## src/rtl/axi_regs_pkg.sv

```systemverilog
// rtl/axi_regs_pkg.sv - shared constants and helpers for the axi_regs_bank register file
package axi_regs_pkg;

  localparam int          REG_W     = 32;
  localparam logic [31:0] REG_RESET = 32'h0;
  localparam logic [31:0] OOR_RDATA = 32'h0;

  // Default interrupt status index: second-to-last register.
  function automatic int irq_stat_index(input int cnt);
    return cnt - 2;
  endfunction

  // Default interrupt mask index: last register.
  function automatic int irq_mask_index(input int cnt);
    return cnt - 1;
  endfunction

  // Expand four byte strobes into a 32-bit bit mask.
  function automatic logic [REG_W-1:0] strobe_mask(input logic [3:0] stb);
    logic [REG_W-1:0] m;
    m = '0;
    for (int b = 0; b < 4; b++) begin
      m[8*b +: 8] = {8{stb[b]}};
    end
    return m;
  endfunction

endpackage

```

## src/rtl/axi_regs_irq.sv

```systemverilog
// rtl/axi_regs_irq.sv - W1C interrupt status next-state and registered irq (used under AXI_REGS_BANK_IRQ_EN)
module axi_regs_irq
  import axi_regs_pkg::*;
(
  input  logic             clk,
  input  logic             rst,
  input  logic             clr_en,
  input  logic [REG_W-1:0] wdata,
  input  logic [3:0]       wstb,
  input  logic [REG_W-1:0] irq_set,
  input  logic [REG_W-1:0] stat_q,
  input  logic [REG_W-1:0] mask_q,
  output logic [REG_W-1:0] stat_d,
  output logic             irq
);

  logic [REG_W-1:0] clr;
  logic             irq_d;
  logic             irq_q;

  // Status next state: clear strobed ones, then OR in new set pulses so set wins.
  always_comb begin
    clr    = '0;
    if (clr_en) begin
      clr = wdata & strobe_mask(wstb);
    end
    stat_d = (stat_q & ~clr) | irq_set;
    irq_d  = |(stat_q & mask_q);
  end

  // irq is registered from the current status, so it trails status by one edge.
  always_ff @(posedge clk) begin
    if (rst) begin
      irq_q <= 1'b0;
    end else begin
      irq_q <= irq_d;
    end
  end

  assign irq = irq_q;

endmodule

```

## src/rtl/axi_regs_bank.sv

```systemverilog
// rtl/axi_regs_bank.sv - BRAM-port register bank with hw updates; AXI_REGS_BANK_IRQ_EN adds W1C status/mask irq
module axi_regs_bank
  import axi_regs_pkg::*;
#(
  parameter int REGISTERS_CNT = 20,
  parameter int ADDR_BITS     = 16,
  parameter int IRQ_STAT_ADDR = irq_stat_index(REGISTERS_CNT),
  parameter int IRQ_MASK_ADDR = irq_mask_index(REGISTERS_CNT)
) (
  input  logic                           aclk,
  input  logic                           arst,
  input  logic [ADDR_BITS-1:0]           bram_waddr,
  input  logic [31:0]                    bram_wdata,
  input  logic [3:0]                     bram_wstb,
  input  logic                           bram_wen,
  input  logic [ADDR_BITS-1:0]           bram_raddr,
  input  logic                           bram_ren,
  input  logic                           bram_regen,
  output logic [31:0]                    bram_rdata,
  input  logic                           hw_we,
  input  logic [ADDR_BITS-1:0]           hw_addr,
  input  logic [31:0]                    hw_wdata,
  output logic                           hw_conflict,
  input  logic [31:0]                    irq_set,
  output logic                           irq,
  output logic [32*REGISTERS_CNT-1:0]    regs_out
);

  localparam logic [ADDR_BITS-1:0] CNT_A = ADDR_BITS'(REGISTERS_CNT);

  logic [REG_W-1:0] regs_q [REGISTERS_CNT];
  logic [REG_W-1:0] regs_d [REGISTERS_CNT];
  logic [REG_W-1:0] latch_q, latch_d;
  logic [REG_W-1:0] rdata_q, rdata_d;
  logic             conflict_q, conflict_d;
  logic [REG_W-1:0] wmask;
  logic [REG_W-1:0] rd_word;
  logic [REG_W-1:0] stat_next;

`ifdef AXI_REGS_BANK_IRQ_EN
  logic stat_clr_en;

  assign stat_clr_en = bram_wen && (bram_waddr == ADDR_BITS'(IRQ_STAT_ADDR));

  axi_regs_irq u_irq (
    .clk     (aclk),
    .rst     (arst),
    .clr_en  (stat_clr_en),
    .wdata   (bram_wdata),
    .wstb    (bram_wstb),
    .irq_set (irq_set),
    .stat_q  (regs_q[IRQ_STAT_ADDR]),
    .mask_q  (regs_q[IRQ_MASK_ADDR]),
    .stat_d  (stat_next),
    .irq     (irq)
  );
`else
  logic unused_irq_set;

  assign unused_irq_set = ^irq_set;
  assign stat_next      = REG_RESET;
  assign irq            = 1'b0;
`endif

  // Register next state: hw write replaces the word, an AXI write to the same index overrides it.
  always_comb begin
    wmask = strobe_mask(bram_wstb);
    for (int k = 0; k < REGISTERS_CNT; k++) begin
      regs_d[k] = regs_q[k];
      if (hw_we && (hw_addr == ADDR_BITS'(k))) begin
        regs_d[k] = hw_wdata;
      end
      if (bram_wen && (bram_waddr == ADDR_BITS'(k))) begin
        regs_d[k] = (regs_q[k] & ~wmask) | (bram_wdata & wmask);
      end
    end
`ifdef AXI_REGS_BANK_IRQ_EN
    // Status is owned by the irq block: hw writes and plain AXI writes never land here.
    regs_d[IRQ_STAT_ADDR] = stat_next;
`endif
    conflict_d = bram_wen && hw_we && (bram_waddr == hw_addr) && (bram_waddr < CNT_A);
  end

  // Two-stage read: stage 1 samples the pre-edge register, stage 2 moves the old latch out.
  always_comb begin
    rd_word = OOR_RDATA;
    for (int k = 0; k < REGISTERS_CNT; k++) begin
      if (bram_raddr == ADDR_BITS'(k)) begin
        rd_word = regs_q[k];
      end
    end
    latch_d = bram_ren   ? rd_word : latch_q;
    rdata_d = bram_regen ? latch_q : rdata_q;
  end

  // State registers with synchronous reset clearing every register and the read pipeline.
  always_ff @(posedge aclk) begin
    if (arst) begin
      for (int k = 0; k < REGISTERS_CNT; k++) begin
        regs_q[k] <= REG_RESET;
      end
      latch_q    <= REG_RESET;
      rdata_q    <= REG_RESET;
      conflict_q <= 1'b0;
    end else begin
      for (int k = 0; k < REGISTERS_CNT; k++) begin
        regs_q[k] <= regs_d[k];
      end
      latch_q    <= latch_d;
      rdata_q    <= rdata_d;
      conflict_q <= conflict_d;
    end
  end

  genvar g;
  generate
    for (g = 0; g < REGISTERS_CNT; g++) begin : g_out
      assign regs_out[32*g +: 32] = regs_q[g];
    end
  endgenerate

  assign bram_rdata  = rdata_q;
  assign hw_conflict = conflict_q;

endmodule

```

## config.mk

```make
export PLATFORM = sky130hd
export DESIGN_NAME = axi_regs_bank
export DESIGN_NICKNAME = d
export VERILOG_FILES = /design/src/rtl/axi_regs_pkg.sv /design/src/rtl/axi_regs_irq.sv /design/src/rtl/axi_regs_bank.sv
export SDC_FILE = /design/constraint.sdc
export NUM_CORES = 2
export LEC_CHECK = 0
export CAP_MARGIN = 0
export CORE_AREA = 2 2 321 323
export CTS_CLUSTER_DIAMETER = 40
export DETAILED_ROUTE_END_ITERATION = 8
export DIE_AREA = 0 0 323 325
export PLACE_DENSITY = 0.71
export SLEW_MARGIN = 20
export SYNTH_ARGS = -nofsm -noshare
export SYNTH_HDL_FRONTEND = slang
export SYNTH_SLANG_ARGS = --single-unit
```

## constraint.sdc

```tcl
create_clock -name aclk -period 2.9 [get_ports aclk]
set_input_delay 0.58 -clock aclk [delete_from_list [all_inputs] [get_ports aclk]]
set_output_delay 0.58 -clock aclk [all_outputs]
set_load 0.02 [all_outputs]
```

# After elaboration in Yosys (flattened, before gate mapping)
# Memory sizes are Yosys's and may differ from the RTL's.
# Cells that the tools add are included.
[classes] order_cmp=1 n_eq_ne=58 mux=83 bitwise_logic=62 reduce_logical=46
[op_table] operator="$mux W32" count=80
[op_table] operator="$and A32 B32 Y32" count=21
[op_table] operator="$or A32 B32 Y32" count=20
[op_table] operator="$eq A16 B4 Y1 const B" count=24
[op_table] operator="$eq A16 B3 Y1 const B" count=12
[op_table] operator="$eq A16 B5 Y1 const B" count=12
[op_table] operator="$eq A16 B2 Y1 const B" count=6
[op_table] operator="$eq A16 B1 Y1 const B" count=3
[op_table] operator="$logic_not A16 Y1" count=3
[op_table] operator="$logic_and A1 B1 Y1" count=43
[op_table] operator="$not A32 Y32" count=1
[op_table] operator="$or A1 B1 Y1" count=20
[op_table] operator="$eq A16 B16 Y1" count=1
[op_table] operator="$lt A16 B5 Y1 const B" count=1
[op_table] operator="$mux W1" count=3
[word_totals] ff_bits=65 mem_bits_rw=640 output_inout_bits=674 word_cells=254 n_memories=1
[memory_table] memory="regs_q" words=20 word_bits=32 read_ports=20 rd_ports_with_merged_regs=0 write_ports=20 line_no="axi_regs_bank.sv:31" source="logic [REG_W-1:0] regs_q [REGISTERS_CNT];"

# Logic depth before layout (Yosys ltp)
[logic_depth] word_depth=21 depth_mapped=11 mapped_depth_nobuf=7

# Least setup slack after synthesis
# No wires, ideal clock.
[synth_path] path_kind="input to register" startpoint="input port bram_raddr[9]" endpoint="register latch_q[29]" setup_ns=0.115 t_arrival_ns=2.637 t_required_ns=2.785 setup_slack_ns=0.149 stages=9 n_path_buf=2 path_cell_list="or4_1 -> buf_6 -> buf_6 -> or4_4 -> a2111oi_2 -> a41oi_1 -> o22ai_1 -> a21oi_1 -> o21a_1"
[synth_between] elab_chain_len=21 word_cells_on_any_way=40 classes_between="eq/ne: 19; mux: 20; reduce/logical: 1"
[synth_lines] item="from (decl)" line_no="axi_regs_bank.sv:16" source="input logic [ADDR_BITS-1:0] bram_raddr,"
[synth_lines] item="$logic_not A16 Y1" line_no="axi_regs_bank.sv:88" source="if (bram_raddr == ADDR_BITS'(k)) begin"
[synth_lines] item="$mux W32 (19 in a row)" line_no="axi_regs_bank.sv:88"
[synth_lines] item="$mux W32 (*)" line_no="axi_regs_bank.sv:88"
[synth_lines] item="to (signal assigned)" line_no="axi_regs_bank.sv:109" source="latch_q <= latch_d;"
[synth_lines] item="to (decl)" line_no="axi_regs_bank.sv:33" source="logic [REG_W-1:0] latch_q, latch_d;"
# Every way passes the cells marked *; elsewhere a longest branch is shown, timed or not.
# A chain may end at the register's enable or synchronous reset.

# Final worst setup path
[layout_path] startpoint="input port bram_raddr[5]" endpoint="register latch_q[6]"
# The elaborated chain is that of the path after synthesis.

==> impl_summary.txt <==
----------------------------------------------------
[Status]
  Status ... finished, final reports clean

[Floorplan]
  Height of the chip ... 325 µm
  Area of the core ... 101000 µm²
  Starting utilization of the core area ... 36.9%
  Total Die Area ... 105000 µm²
  Die X ... 323 µm
  Number of rows in the core area ... 117
  Boundary pin count ... 828

[Synth]
  Post-synthesis cell type with the largest combined area ... dfxtp_1
  Cell area after synthesis ... 37300 µm²
  Predominant post-synthesis flop cell ... dfxtp_1
  Post-synthesis instance total ... 4750
  Count leader, synth ... nor2_1
  Async set or reset register ratio after synthesis ... 0%
  Top post-synthesis cells by area ... dfxtp_1, a211oi_1, nor2_1, mux2i_1, a21oi_1
  Number of warnings reported in the yosys synthesis log ... 0
  Syn_nets ... 4904
  Top-area cell type share of the netlist area ... 37.8%
  Seq/Total Area, Yosys ... 37.8%
  Leading post-synthesis cells by instance count ... nor2_1, dfxtp_1, a211oi_1
  Count of flip-flops with a built-in enable after synthesis ... 0
  Total of flip-flops plus latches after synthesis ... 705
  Synthesized area per cell ... 7.86 µm²
  Number of distinct library cell variants in the gate-level netlist after synthesis ... 91

[Clock network]
  Max clock buf depth ... 3
  CTS H-Tree Depth ... 3
  TritonCTS clock tree ... done
  Buffer type at the clock tree root ... clkbuf_16
  Clock insertion delay at the later pin of the skew report ... 730 ps
  TritonCTS Sinks ... 705
  Inserted Clock Buffers ... 121
  Clock-pin slew on the worst setup and hold paths ... 50 ps

[Pwr]
  Cell area power density ... 487 nW/µm²
  Leakage power of the design ... 19.1 nW
  Clock network fraction of design power ... 56.7%
  Internal power of the cells ... 20.1 mW
  Combinational power share ... 7.3%
  Sequential power share ... 36.0%
  Switching power ... 6.93 mW
  Post-layout total power ... 27.0 mW
  Worst IR Drop VDD ... 0.000476 V
  Switching Fraction ... 25.6%

[Critical path]
  Kind of start point of the critical path ... primary input
  Worst EP required ... 3540 ps
  Worst setup path startpoint ... bram_raddr[5]
  Critical Path Fanout Max ... 7
  Crit path DAT ... 3530 ps
  Kind of capture point of the worst setup path ... flop
  Setup slack of the worst register-to-register path ... 890 ps
  R2r worst-path depth ... 7
  Capture point of the worst reg-to-reg path ... latch_q[14]
  Destination of the critical timing path ... latch_q[6]
  Critical path start-end classification ... in -> reg

[Detailed routing]
  Via count ... 45.0k
  Routed vias/inst ... 6.22
  Number of antenna-violating nets in the routed design ... 0
  DR pass1 iterations ... 9
  Wirelength, routed ... 224 mm
  First DRT Iteration DRCs ... 6941
  Average wire per cell in the routed design ... 30.9 µm
  Post-route DRC violation count ... 0

[GRT]
  Pin count of the biggest net entering global routing ... 172
  First-pass GRT wire length ... 310 mm
  Antenna violations before repair ... 13
  Remaining Overflow, GRT ... 0
  GRT Max-Usage Layer ... met2
  Vias in the first global route ... 40.6k
  GR Layer Usage met3 ... 14.0%
  Aggregate global-route resource usage ... 40.6%
  Global routing usage on met2 ... 57.8%
  Global routing usage on met1 ... 52.9%

[Cells and area]
  Fraction of layout instances using a drive strength above 1 ... 16.0%
  Layout Nets ... 5904
  Multi-input logic area ... 21300 µm²
  Final design utilization ... 54.8%
  Design area ... 55600 µm²
  Synth-to-Final Area Change ... 48.8%
  Non-filler cells, final ... 7231
  Flip-flop and latch area ... 14100 µm²
  Filler Cells Inserted ... 9282

[STA]
  Final clock skew ... 25.3 ps
  Final setup fails ... 0
  Pins over their slew limit ... 0
  Achievable frequency ... 0.347 GHz
  Slew at the pin closest to its max-slew limit ... 1150 ps
  Final worst setup slack ... 15.0 ps
  Post-route fraction of the period consumed by the critical path ... 99.5%
  Minimum period implied by the final worst setup slack ... 2890 ps
  Relative slew margins ... 23.6%
  Hold violation count in the final report ... 0

[Run]
  Max-cap violations ... 0

[Placement]
  # port buffers ... 794
  Pre-CTS setup slack ... -1290 ps
  Final HPWL from detailed placement ... 171 mm
  Number of placed instances, taps included ... 6986
  Routability-driven placement congestion ratio ... 1.04
  Post-detailed-placement cell area ... 50900 µm²

[Min path]
  Hold Path Class ... in -> reg

----------------------------------------------------
## through the flow
stage                     setup TNS (ps)  hold slack (ps)
after detailed placement         -199930              482
after CTS                          -32.8              193
after global routing               -63.4              223
after floorplan                        0              453
after global placement           -208300              472
final                                  0              214
## critical path, cell delays in order
cell and delay, ps:
clkdlybuf4s50_1 510, or4_4 500, buf_8 160, buf_4 180, nor4_4 340, nand3_2 210
o211ai_1 590, o21ai_1 260, a21oi_1 190
## power groups by stage
stage | logic (mW) | registers (mW) | clock network, mW
2_1_floorplan | 0.899 | 9.93 | 0
3_3_place_gp | 1.84 | 9.93 | 0
3_5_place_dp | 1.86 | 9.93 | 0
4_1_cts | 1.87 | 9.73 | 15.3
5_1_grt | 2.02 | 9.72 | 15.8
6_report | 1.98 | 9.73 | 15.3
## area by class of cell
type,instances,share of cell area (%)
antenna,7,0.0315
clock buffer,146,5.89
clock inverter,83,1.90
inverter,16,0.108
multi-input combinational,3510,38.3
sequential,705,25.4
tap,1368,3.08
timing repair buffer,1396,25.3
## per-layer routing
layer	wire length (µm)	vias up	part of all wire, %
li1	-	19400	-
met5	64	-	0.029
met4	15700	10	7.0
met1	85600	21200	38
met3	32000	769	14
met2	90400	3599	40
## cell usage in the layout (no fill, tap or decap), types with 13 or more instances in the layout
cell             Yosys  routed
mux2_2              19      19
clkinvlp_4           0      14
a222oi_1            16      16
inv_6                0      13
and2_1              30      29
clkbuf_8             0      13
a221oi_1            26      25
clkbuf_16            0     124
clkdlybuf4s50_1      0     785
dfxtp_1            705     705
a31oi_1             15      15
nand3_1             61      54
o21ai_0             83      70
nand4_1             39      39
mux2i_1            320     320
a21o_1              40      39
inv_1               16      16
bufinv_16            0      19
clkinv_2             0      22
buf_4               20     477
a22oi_1             71      70
o21ai_1             25      36
a211oi_1           651     650
o22ai_1             35      34
nand2_1            152     151
buf_12               0     121
a21oi_1            437     435
nand2b_1            18      18
nor2b_1             18      16
nor2_1            1166    1160
nor3_1              26      24
## timing repair
| item | in CTS | in global routing |
|---|---|---|
| hold buffers | 0 | 0 |
| gates cloned | 0 | 2 |
| setup buffers | 2 | 5 |
| endpoints found under the setup margin | 19 | 32 |
| pin swaps | 4 | 11 |
| resized for setup | 18 | 44 |
## worst min path at each step
stage | startpoint | to | slack, ps | depth (start not counted)
finish | arst | flop | 210 | 2
global route | arst | flop | 220 | 2
CTS | arst | flop | 190 | 2
detailed placement | bram_rdata[15] | bram_rdata[15] | 480 | 2
global placement | bram_rdata[25] | bram_rdata[25] | 470 | 2
floorplan | latch_q[21] | latch_q[21] | 450 | 2
## kinds of logic after synthesis
group	Yosys count	share of synthesized area, %
simple gates	1634	19.1
compound gates	1519	27.3
flops	705	37.8
buf+inv	535	6.04
mux	343	9.39
xor+xnor	13	0.305
other cells	1	0.0100
(Power assumes the default switching activity.)
